**src/rtl/fcvt_int_s_pipe_if.sv**
```systemverilog
// Handshake bundle for fcvt_int_s_pipe.
//   in_*  : op channel (valid/ready, binary32 operand, rounding mode, signedness, tag)
//   out_* : result channel (valid/ready, integer result, NV/NX flags, tag)
// master = op issuer and result consumer; slave = the converter.
interface fcvt_int_s_pipe_if #(
    parameter int unsigned XLEN  = 32,
    parameter int unsigned TAG_W = 5
);
    logic             in_valid;
    logic             in_ready;
    logic [31:0]      in_a;
    logic [2:0]       in_rm;
    logic             in_unsigned;
    logic [TAG_W-1:0] in_tag;
    logic             out_valid;
    logic             out_ready;
    logic [XLEN-1:0]  out_y;
    logic             out_nv;
    logic             out_nx;
    logic [TAG_W-1:0] out_tag;

    modport master (
        output in_valid, in_a, in_rm, in_unsigned, in_tag, out_ready,
        input  in_ready, out_valid, out_y, out_nv, out_nx, out_tag
    );

    modport slave (
        input  in_valid, in_a, in_rm, in_unsigned, in_tag, out_ready,
        output in_ready, out_valid, out_y, out_nv, out_nx, out_tag
    );
endinterface

```
**src/rtl/fcvt_int_s_pipe.sv**
```systemverilog
// Three-stage FP32 -> XLEN-bit integer converter (FCVT.W[U].S / FCVT.L[U].S).
// Ports:
//   clk, rst_n : clock, asynchronous active-low reset
//   flush      : synchronous kill of every in-flight op; blocks same-cycle input
//   bus        : fcvt_int_s_pipe_if.slave (op channel in, result channel out)
// Build option: define FCVT_ROUND_EN for RNE/RTZ/RDN/RUP/RMM; otherwise all ops
// truncate (RTZ) and in_rm is ignored.
module fcvt_int_s_pipe #(
    parameter int unsigned XLEN  = 32,
    parameter int unsigned TAG_W = 5
) (
    input  logic             clk,
    input  logic             rst_n,
    input  logic             flush,
    fcvt_int_s_pipe_if.slave bus
);
    localparam int unsigned SH_W = $clog2(XLEN + 2);
    localparam int unsigned SV_W = XLEN + 25;
    localparam int unsigned M_W  = XLEN + 2;
    // Biased exponents bounding the shifter window e in [-1, XLEN]
    localparam logic [7:0]      E_LO     = 8'd126;
    localparam logic [7:0]      E_HI     = 8'(127 + XLEN);
    localparam logic [M_W-1:0]  LIM_SPOS = {3'b000, {(XLEN-1){1'b1}}};
    localparam logic [M_W-1:0]  LIM_SNEG = {3'b001, {(XLEN-1){1'b0}}};
    localparam logic [M_W-1:0]  LIM_U    = {2'b00, {XLEN{1'b1}}};
    localparam logic [XLEN-1:0] Y_SMAX   = {1'b0, {(XLEN-1){1'b1}}};
    localparam logic [XLEN-1:0] Y_SMIN   = {1'b1, {(XLEN-1){1'b0}}};

    // Pipeline occupancy and handshake
    logic v1, v2, v3;
    logic free1, free2, free3, accept;

    assign free3         = !v3 || bus.out_ready;
    assign free2         = !v2 || free3;
    assign free1         = !v1 || free2;
    assign bus.in_ready  = free1 && !flush;
    assign accept        = bus.in_valid && bus.in_ready;
    assign bus.out_valid = v3;

    // S1: unpack and classify
    logic [7:0]  a_exp;
    logic [22:0] a_frac;
    logic        a_nan, a_ovf, a_shift, a_tiny;

    assign a_exp   = bus.in_a[30:23];
    assign a_frac  = bus.in_a[22:0];
    assign a_nan   = (a_exp == 8'hFF) && (a_frac != 23'd0);
    assign a_ovf   = (a_exp > E_HI) && !a_nan;   // includes +-inf
    assign a_shift = (a_exp >= E_LO) && (a_exp <= E_HI);
    // Nonzero values below 0.5 only contribute to sticky
    assign a_tiny  = ((a_exp != 8'd0) && (a_exp < E_LO)) ||
                     ((a_exp == 8'd0) && (a_frac != 23'd0));

    logic             s1_sign, s1_nan, s1_ovf, s1_shift, s1_tiny, s1_uns;
    logic [23:0]      s1_mant;
    logic [SH_W-1:0]  s1_sh;
    logic [TAG_W-1:0] s1_tag;
`ifdef FCVT_ROUND_EN
    logic [2:0]       s1_rm;
`endif

    always_ff @(posedge clk or negedge rst_n) begin
        if (!rst_n) begin
            v1       <= 1'b0;
            s1_sign  <= 1'b0;
            s1_nan   <= 1'b0;
            s1_ovf   <= 1'b0;
            s1_shift <= 1'b0;
            s1_tiny  <= 1'b0;
            s1_uns   <= 1'b0;
            s1_mant  <= '0;
            s1_sh    <= '0;
            s1_tag   <= '0;
`ifdef FCVT_ROUND_EN
            s1_rm    <= '0;
`endif
        end else begin
            if (flush)      v1 <= 1'b0;
            else if (free1) v1 <= accept;
            if (accept) begin
                s1_sign  <= bus.in_a[31];
                s1_nan   <= a_nan;
                s1_ovf   <= a_ovf;
                s1_shift <= a_shift;
                s1_tiny  <= a_tiny;
                s1_uns   <= bus.in_unsigned;
                s1_mant  <= {1'b1, a_frac};
                s1_sh    <= SH_W'(a_exp - E_LO);
                s1_tag   <= bus.in_tag;
`ifdef FCVT_ROUND_EN
                s1_rm    <= bus.in_rm;
`endif
            end
        end
    end

    // S2: align to integer + guard + sticky (binary point sits at bit 24 of shifted)
    logic [SV_W-1:0] shifted;
    logic [XLEN:0]   ipart;
    logic            guard, sticky, inc;
    logic [M_W-1:0]  mag_c;

    always_comb begin
        shifted = SV_W'(s1_mant) << s1_sh;
        ipart   = '0;
        guard   = 1'b0;
        sticky  = s1_tiny;
        if (s1_shift) begin
            ipart  = shifted[SV_W-1:24];
            guard  = shifted[23];
            sticky = |shifted[22:0];
        end
    end

`ifdef FCVT_ROUND_EN
    // Round-up decision on the magnitude; reserved encodings truncate
    always_comb begin
        inc = 1'b0;
        case (s1_rm)
            3'b000:  inc = guard && (sticky || ipart[0]);
            3'b010:  inc = s1_sign && (guard || sticky);
            3'b011:  inc = !s1_sign && (guard || sticky);
            3'b100:  inc = guard;
            default: inc = 1'b0;
        endcase
    end
`else
    assign inc = 1'b0;
`endif

    assign mag_c = M_W'(ipart) + M_W'(inc);

    logic             s2_sign, s2_nan, s2_ovf, s2_uns, s2_inexact;
    logic [M_W-1:0]   s2_mag;
    logic [TAG_W-1:0] s2_tag;

    always_ff @(posedge clk or negedge rst_n) begin
        if (!rst_n) begin
            v2         <= 1'b0;
            s2_sign    <= 1'b0;
            s2_nan     <= 1'b0;
            s2_ovf     <= 1'b0;
            s2_uns     <= 1'b0;
            s2_inexact <= 1'b0;
            s2_mag     <= '0;
            s2_tag     <= '0;
        end else begin
            if (flush)      v2 <= 1'b0;
            else if (free2) v2 <= v1;
            if (free2 && v1) begin
                s2_sign    <= s1_sign;
                s2_nan     <= s1_nan;
                s2_ovf     <= s1_ovf;
                s2_uns     <= s1_uns;
                s2_inexact <= guard || sticky;
                s2_mag     <= mag_c;
                s2_tag     <= s1_tag;
            end
        end
    end

    // S3: range check, saturation, sign apply, flags
    logic [XLEN-1:0] mag_lo, y_c;
    logic            nv_c, nx_c;

    assign mag_lo = s2_mag[XLEN-1:0];

    always_comb begin
        y_c  = '0;
        nv_c = 1'b0;
        if (s2_nan) begin
            y_c  = s2_uns ? '1 : Y_SMAX;
            nv_c = 1'b1;
        end else if (s2_uns) begin
            if (s2_sign) begin
                // Negative to unsigned: only a value rounding to zero is legal
                nv_c = s2_ovf || (s2_mag != '0);
            end else if (s2_ovf || (s2_mag > LIM_U)) begin
                y_c  = '1;
                nv_c = 1'b1;
            end else begin
                y_c = mag_lo;
            end
        end else if (s2_sign) begin
            if (s2_ovf || (s2_mag > LIM_SNEG)) begin
                y_c  = Y_SMIN;
                nv_c = 1'b1;
            end else begin
                y_c = -mag_lo;
            end
        end else if (s2_ovf || (s2_mag > LIM_SPOS)) begin
            y_c  = Y_SMAX;
            nv_c = 1'b1;
        end else begin
            y_c = mag_lo;
        end
        nx_c = s2_inexact && !nv_c;
    end

    always_ff @(posedge clk or negedge rst_n) begin
        if (!rst_n) begin
            v3          <= 1'b0;
            bus.out_y   <= '0;
            bus.out_nv  <= 1'b0;
            bus.out_nx  <= 1'b0;
            bus.out_tag <= '0;
        end else begin
            if (flush)      v3 <= 1'b0;
            else if (free3) v3 <= v2;
            if (free3 && v2) begin
                bus.out_y   <= y_c;
                bus.out_nv  <= nv_c;
                bus.out_nx  <= nx_c;
                bus.out_tag <= s2_tag;
            end
        end
    end
endmodule

```
**src/flat_wrapper.sv**
```systemverilog
// flat-port wrapper written by rule: the top's interface ports become plain ports
module fcvt_int_s_pipe_flat 
#(
    parameter int unsigned XLEN  = 32,
    parameter int unsigned TAG_W = 5
)
  (clk, rst_n, flush, bus_in_valid, bus_in_a, bus_in_rm, bus_in_unsigned, bus_in_tag, bus_out_ready, bus_in_ready, bus_out_valid, bus_out_y, bus_out_nv, bus_out_nx, bus_out_tag);
  fcvt_int_s_pipe_if #(.XLEN(XLEN), .TAG_W(TAG_W)) bus_i ();
  input  logic clk;
  input  logic rst_n;
  input  logic flush;
  input wire logic [$bits(bus_i.in_valid)-1:0] bus_in_valid;
  input wire logic [$bits(bus_i.in_a)-1:0] bus_in_a;
  input wire logic [$bits(bus_i.in_rm)-1:0] bus_in_rm;
  input wire logic [$bits(bus_i.in_unsigned)-1:0] bus_in_unsigned;
  input wire logic [$bits(bus_i.in_tag)-1:0] bus_in_tag;
  input wire logic [$bits(bus_i.out_ready)-1:0] bus_out_ready;
  output wire logic [$bits(bus_i.in_ready)-1:0] bus_in_ready;
  output wire logic [$bits(bus_i.out_valid)-1:0] bus_out_valid;
  output wire logic [$bits(bus_i.out_y)-1:0] bus_out_y;
  output wire logic [$bits(bus_i.out_nv)-1:0] bus_out_nv;
  output wire logic [$bits(bus_i.out_nx)-1:0] bus_out_nx;
  output wire logic [$bits(bus_i.out_tag)-1:0] bus_out_tag;
  assign bus_i.in_valid = bus_in_valid;
  assign bus_i.in_a = bus_in_a;
  assign bus_i.in_rm = bus_in_rm;
  assign bus_i.in_unsigned = bus_in_unsigned;
  assign bus_i.in_tag = bus_in_tag;
  assign bus_i.out_ready = bus_out_ready;
  assign bus_in_ready = bus_i.in_ready;
  assign bus_out_valid = bus_i.out_valid;
  assign bus_out_y = bus_i.out_y;
  assign bus_out_nv = bus_i.out_nv;
  assign bus_out_nx = bus_i.out_nx;
  assign bus_out_tag = bus_i.out_tag;
  fcvt_int_s_pipe #(.XLEN(XLEN), .TAG_W(TAG_W)) u_core (.clk(clk), .rst_n(rst_n), .flush(flush), .bus(bus_i));
endmodule
```
**config.mk**
```make
export PLATFORM = sky130hd
export DESIGN_NAME = fcvt_int_s_pipe_flat
export DESIGN_NICKNAME = d
export VERILOG_FILES = /design/src/rtl/fcvt_int_s_pipe_if.sv /design/src/rtl/fcvt_int_s_pipe.sv /design/src/flat_wrapper.sv
export SDC_FILE = /design/constraint.sdc
export NUM_CORES = 1
export LEC_CHECK = 0
export CORE_MARGIN = 2
export CORE_UTILIZATION = 52
export CTS_BUF_LIST = sky130_fd_sc_hd__clkbuf_4 sky130_fd_sc_hd__clkbuf_8 sky130_fd_sc_hd__clkbuf_16
export CTS_CLUSTER_DIAMETER = 80
export CTS_CLUSTER_SIZE = 20
export DETAILED_ROUTE_END_ITERATION = 12
export PLACE_DENSITY = 0.89
export SETUP_SLACK_MARGIN = 0.3
export SKIP_CTS_REPAIR_TIMING = 1
export SYNTH_ARGS = -nofsm -noshare
export SYNTH_HDL_FRONTEND = slang
export SYNTH_SLANG_ARGS = --single-unit
```
**constraint.sdc**
```tcl
create_clock -name clk -period 2.8 [get_ports clk]
set_input_delay 0.7 -clock clk [delete_from_list [all_inputs] [get_ports clk]]
set_output_delay 0.7 -clock clk [all_outputs]
set_load 0.1 [all_outputs]
```
==> impl_metrics.env <==
export IMPL_peakVddDrop_uv=576.3
export IMPL_crit_chain="inv_2 > ha_4 > or3b_4 > nor4_4 > nand4_2 > o21a_4 > buf_6 > o41ai_4 > a21oi_2 > a21oi_1"
export IMPL_drtIter0Drc=994
export IMPL_yosys_most_used_dff="dfrtp_1"
export IMPL_yosys_warnings=0
export IMPL_drt_first_pass_iters=6
export IMPL_fmax_mhz=378.1
export IMPL_crit_type="flip-flop to flip-flop"
export IMPL_grt_max_degree=50
export IMPL_routedWlPerCell_um=21.62
export IMPL_layout_cells_non_filler=1135
export IMPL_initial_utilization_pct=52.86
export IMPL_syn_area_um2=7654
export IMPL_cts_clk_slew_worst_paths_ns=0.06
export IMPL_ys_seq_area_share_pct=41.20
export IMPL_slew_headroom_pct=49.88
export IMPL_die_area_um2=15710
export IMPL_worst_slack_ns=0.1553
export IMPL_drv_slew=0
export IMPL_cp_end_kind="flip-flop"
export IMPL_avgSynthCellArea_um2=9.391
export IMPL_grt_busiest_layer="met2"
export IMPL_drc_errors=0
export IMPL_synth_compound_area_share_pct=17.97
export IMPL_met1_usage_pct=37.10
export IMPL_routed_wl_mm=24.54
export IMPL_grt_usage_pct=28.57
export IMPL_port_buffers=83
export IMPL_fin_crit_sh_pct=94.45
export IMPL_crit_required_ns=3.14
export IMPL_post_place_cells=1078
export IMPL_slowest_stage="dfrtp_1"
export IMPL_post_place_ws_ns=0.02240
export IMPL_dpl_hpwl_mm=15.60
export IMPL_die_w_um=125.3
export IMPL_rsz0062_at_grt="true"
export IMPL_crit_fanout=8
export IMPL_overflow=0
export IMPL_synthesis_nets=864
export IMPL_grt_pass1_vias=7064
export IMPL_clock_latency_ns=0.43
export IMPL_synth_enable_flop_cells=0
export IMPL_hold_violations=0
export IMPL_core_region_area_um2=14480
export IMPL_routed_via_density=6.726
export IMPL_via_count=7634
export IMPL_met3_usage_pct=4.493
export IMPL_fin_skew_ns=0.01459
export IMPL_layout_nets=987
export IMPL_synth_xor_area_share_pct=1.030
export IMPL_cpPeakStageDelay_ns=0.46
export IMPL_rows=44
export IMPL_cts_sinks=126
export IMPL_grt_use_met2_pct=46.58
export IMPL_cts_max_level=4
export IMPL_synthAdderAreaFrac_pct=0.4904
export IMPL_worst_pin_slew_ns=0.7490
export IMPL_gp_congestion=0.9544
export IMPL_root_buffer="clkbuf_16"
export IMPL_hold_path_class="primary input to asynchronous set/reset pin"
export IMPL_async_flop_share_pct=100.0
export IMPL_areaGrowthSynthToFinish_pct=34.94
export IMPL_leakagePower_nw=4.230
export IMPL_synth_top_family_by_area="simple AND/OR/NAND/NOR gates"
export IMPL_io_pin_count=87
export IMPL_synth_seq_cells=126
export IMPL_max_cap_violations=0
export IMPL_startpoint_type="flip-flop"
export IMPL_antenna_found_initial=0
export IMPL_grt_pass1_wl_mm=36.12
export IMPL_ant_nets=0
export IMPL_tritoncts="yes"
export IMPL_synth_cell_types=64
export IMPL_min_period_ns=2.645
export IMPL_layout_drive_gt1_share_pct=33.02
export IMPL_arrival_ns=2.99
export IMPL_finalSetupViolations=0
export IMPL_die_h_um=125.3
export IMPL_synthMuxAreaShare_pct=15.99
export IMPL_synthSimpleGateAreaFrac_pct=19.42
export IMPL_antenna_cells=0
export IMPL_synth_cells=815
export IMPL_cts_buffers_inserted=17
export IMPL_powerDensity_nw_per_um2=1005
export IMPL_outcome="complete, no violations"
export IMPL_cts_buffer_depth=2
==> sequential cells by signal (all words and copies together), names as in the netlist, 5 cells and up <==
register	flops
u_core.bus.out_y	32
u_core.s2_tag	5
u_core.bus.out_tag	5
u_core.s1_tag	5
u_core.s1_mant	24
u_core.s1_sh	6
u_core.s2_mag	33
==> power breakdown <==
| part | total, W | switching, W | internal [W] |
|---|---|---|---|
| Sequential | 0.00266 | 0.000460 | 0.00220 |
| Clock | 0.00241 | 0.000841 | 0.00157 |
| Combinational | 0.00531 | 0.00342 | 0.00189 |
| Total | 0.0104 | 0.00472 | 0.00566 |
==> placed cells by master, fill, tap and decap left out, types with 8 or more instances in the layout <==
master           instances
o21a_1                  12
a31oi_1                 15
mux2_2                  44
o21ai_0                 26
mux2i_1                 15
mux4_2                  20
nand4_1                 10
nor3_1                  25
a22o_1                  12
inv_1                   10
o221ai_1                 8
dfrtp_1                121
o22ai_1                 11
buf_12                   9
clkdlybuf4s50_1         41
a21oi_1                 50
buf_4                  105
o21ai_1                  8
nor2_1                  78
nand2_1                 84
or3_1                   10
clkbuf_16               21
nand3_1                 14
a22oi_1                 13
==> worst paths after layout <==
check | start | to | slack, ns | depth (start not counted)
setup / recovery | u_core.s2_mag[0] | u_core.bus.out_y[11] | 0.16 | 10
min in group clk | u_core.s1_tag[2] | u_core.s2_tag[2] | 0.47 | 2
max in group asynchronous | rst_n | u_core.s1_mant[16] | 1.84 | 2
setup reg to reg | u_core.s2_mag[0] | u_core.bus.out_y[11] | 0.16 | 10
hold reg to reg | u_core.s1_tag[2] | u_core.s2_tag[2] | 0.47 | 2
hold / removal | rst_n | u_core.bus.out_y[14] | 0.29 | 1
==> synthesized netlist by cell type, types with 5 or more instances <==
cell type	instances	area share, %
nor4_1	12	0.98
mux2i_1	21	2.7
mux2_2	50	7.4
nor3b_1	7	0.69
xnor2_1	7	0.80
buf_2	5	0.33
nor2b_1	7	0.57
or4_1	8	0.78
nor2_1	83	4.1
a21oi_1	58	3.8
a22oi_1	13	1.3
nor3_1	30	2.0
nand3_1	16	1.0
dfrtp_1	126	41
or3_1	12	0.98
o31ai_1	6	0.59
o21ai_1	9	0.59
o21ai_0	31	2.0
o21a_1	13	1.3
nand2b_1	8	0.65
nand4_1	10	0.82
mux4_2	20	5.9
inv_1	12	0.59
nand2_1	86	4.2
o22ai_1	15	1.2
a22o_1	12	1.4
buf_1	8	0.39
a31oi_1	18	1.5
clkbuf_1	46	2.3
o221ai_1	8	0.92
==> critical path, delay by kind of cell, from the launching register on <==
| family | cells | cell delay (ns) |
|---|---|---|
| buffers and inverters | 2 | 0.27 |
| and+or+nand+nor | 3 | 0.88 |
| AOI/OAI and AO/OA | 4 | 0.82 |
| DFF | 1 | 0.46 |
| adders and majority gates | 1 | 0.14 |
==> cell families (layout without fill, tap and decap cells) <==
logic type                 count (synthesis)  after routing
AOI/OAI and AO/OA                        210            210
adders and majority gates                  3              3
muxes                                     91             91
and+or+nand+nor                          302            302
xor gates and xnor gates                   9              9
DFF                                      126            126
buffers and inverters                     74            210
==> through the flow <==
step / setup TNS (ns) / area [um2] / utilization, % / hold slack (ns) / total power [W]
global placement: 0 / 8894 / 61.42 / 0.4431 / 0.006997
global route: 0 / 10330 / 71.33 / 0.3294 / 0.01076
detailed placement: 0 / 8894 / 61.42 / 0.4523 / 0.007117
floorplan: 0 / 7700 / - / 0.4044 / 0.005898
CTS: -0.02567 / 9544 / 65.92 / 0.2954 / 0.009565
finish: 0 / 10330 / 71.33 / 0.2901 / 0.01038
==> metal layers <==
layer,wire length (um),share of wire [%]
met2,12240,50
met4,1259,5.1
met5,0,0
met3,1809,7.4
met1,9227,38
==> layout make-up <==
type	instances	area [um2]
multi-input combinational	615	4692
fill	957	4151
sequential	126	3159
timing repair buffer	165	1546
clock buffer	20	466.7
tap	184	230.2
clock inverter	12	183.9
inverter	13	48.80
Note: power is estimated with default switching activity, not from simulation.
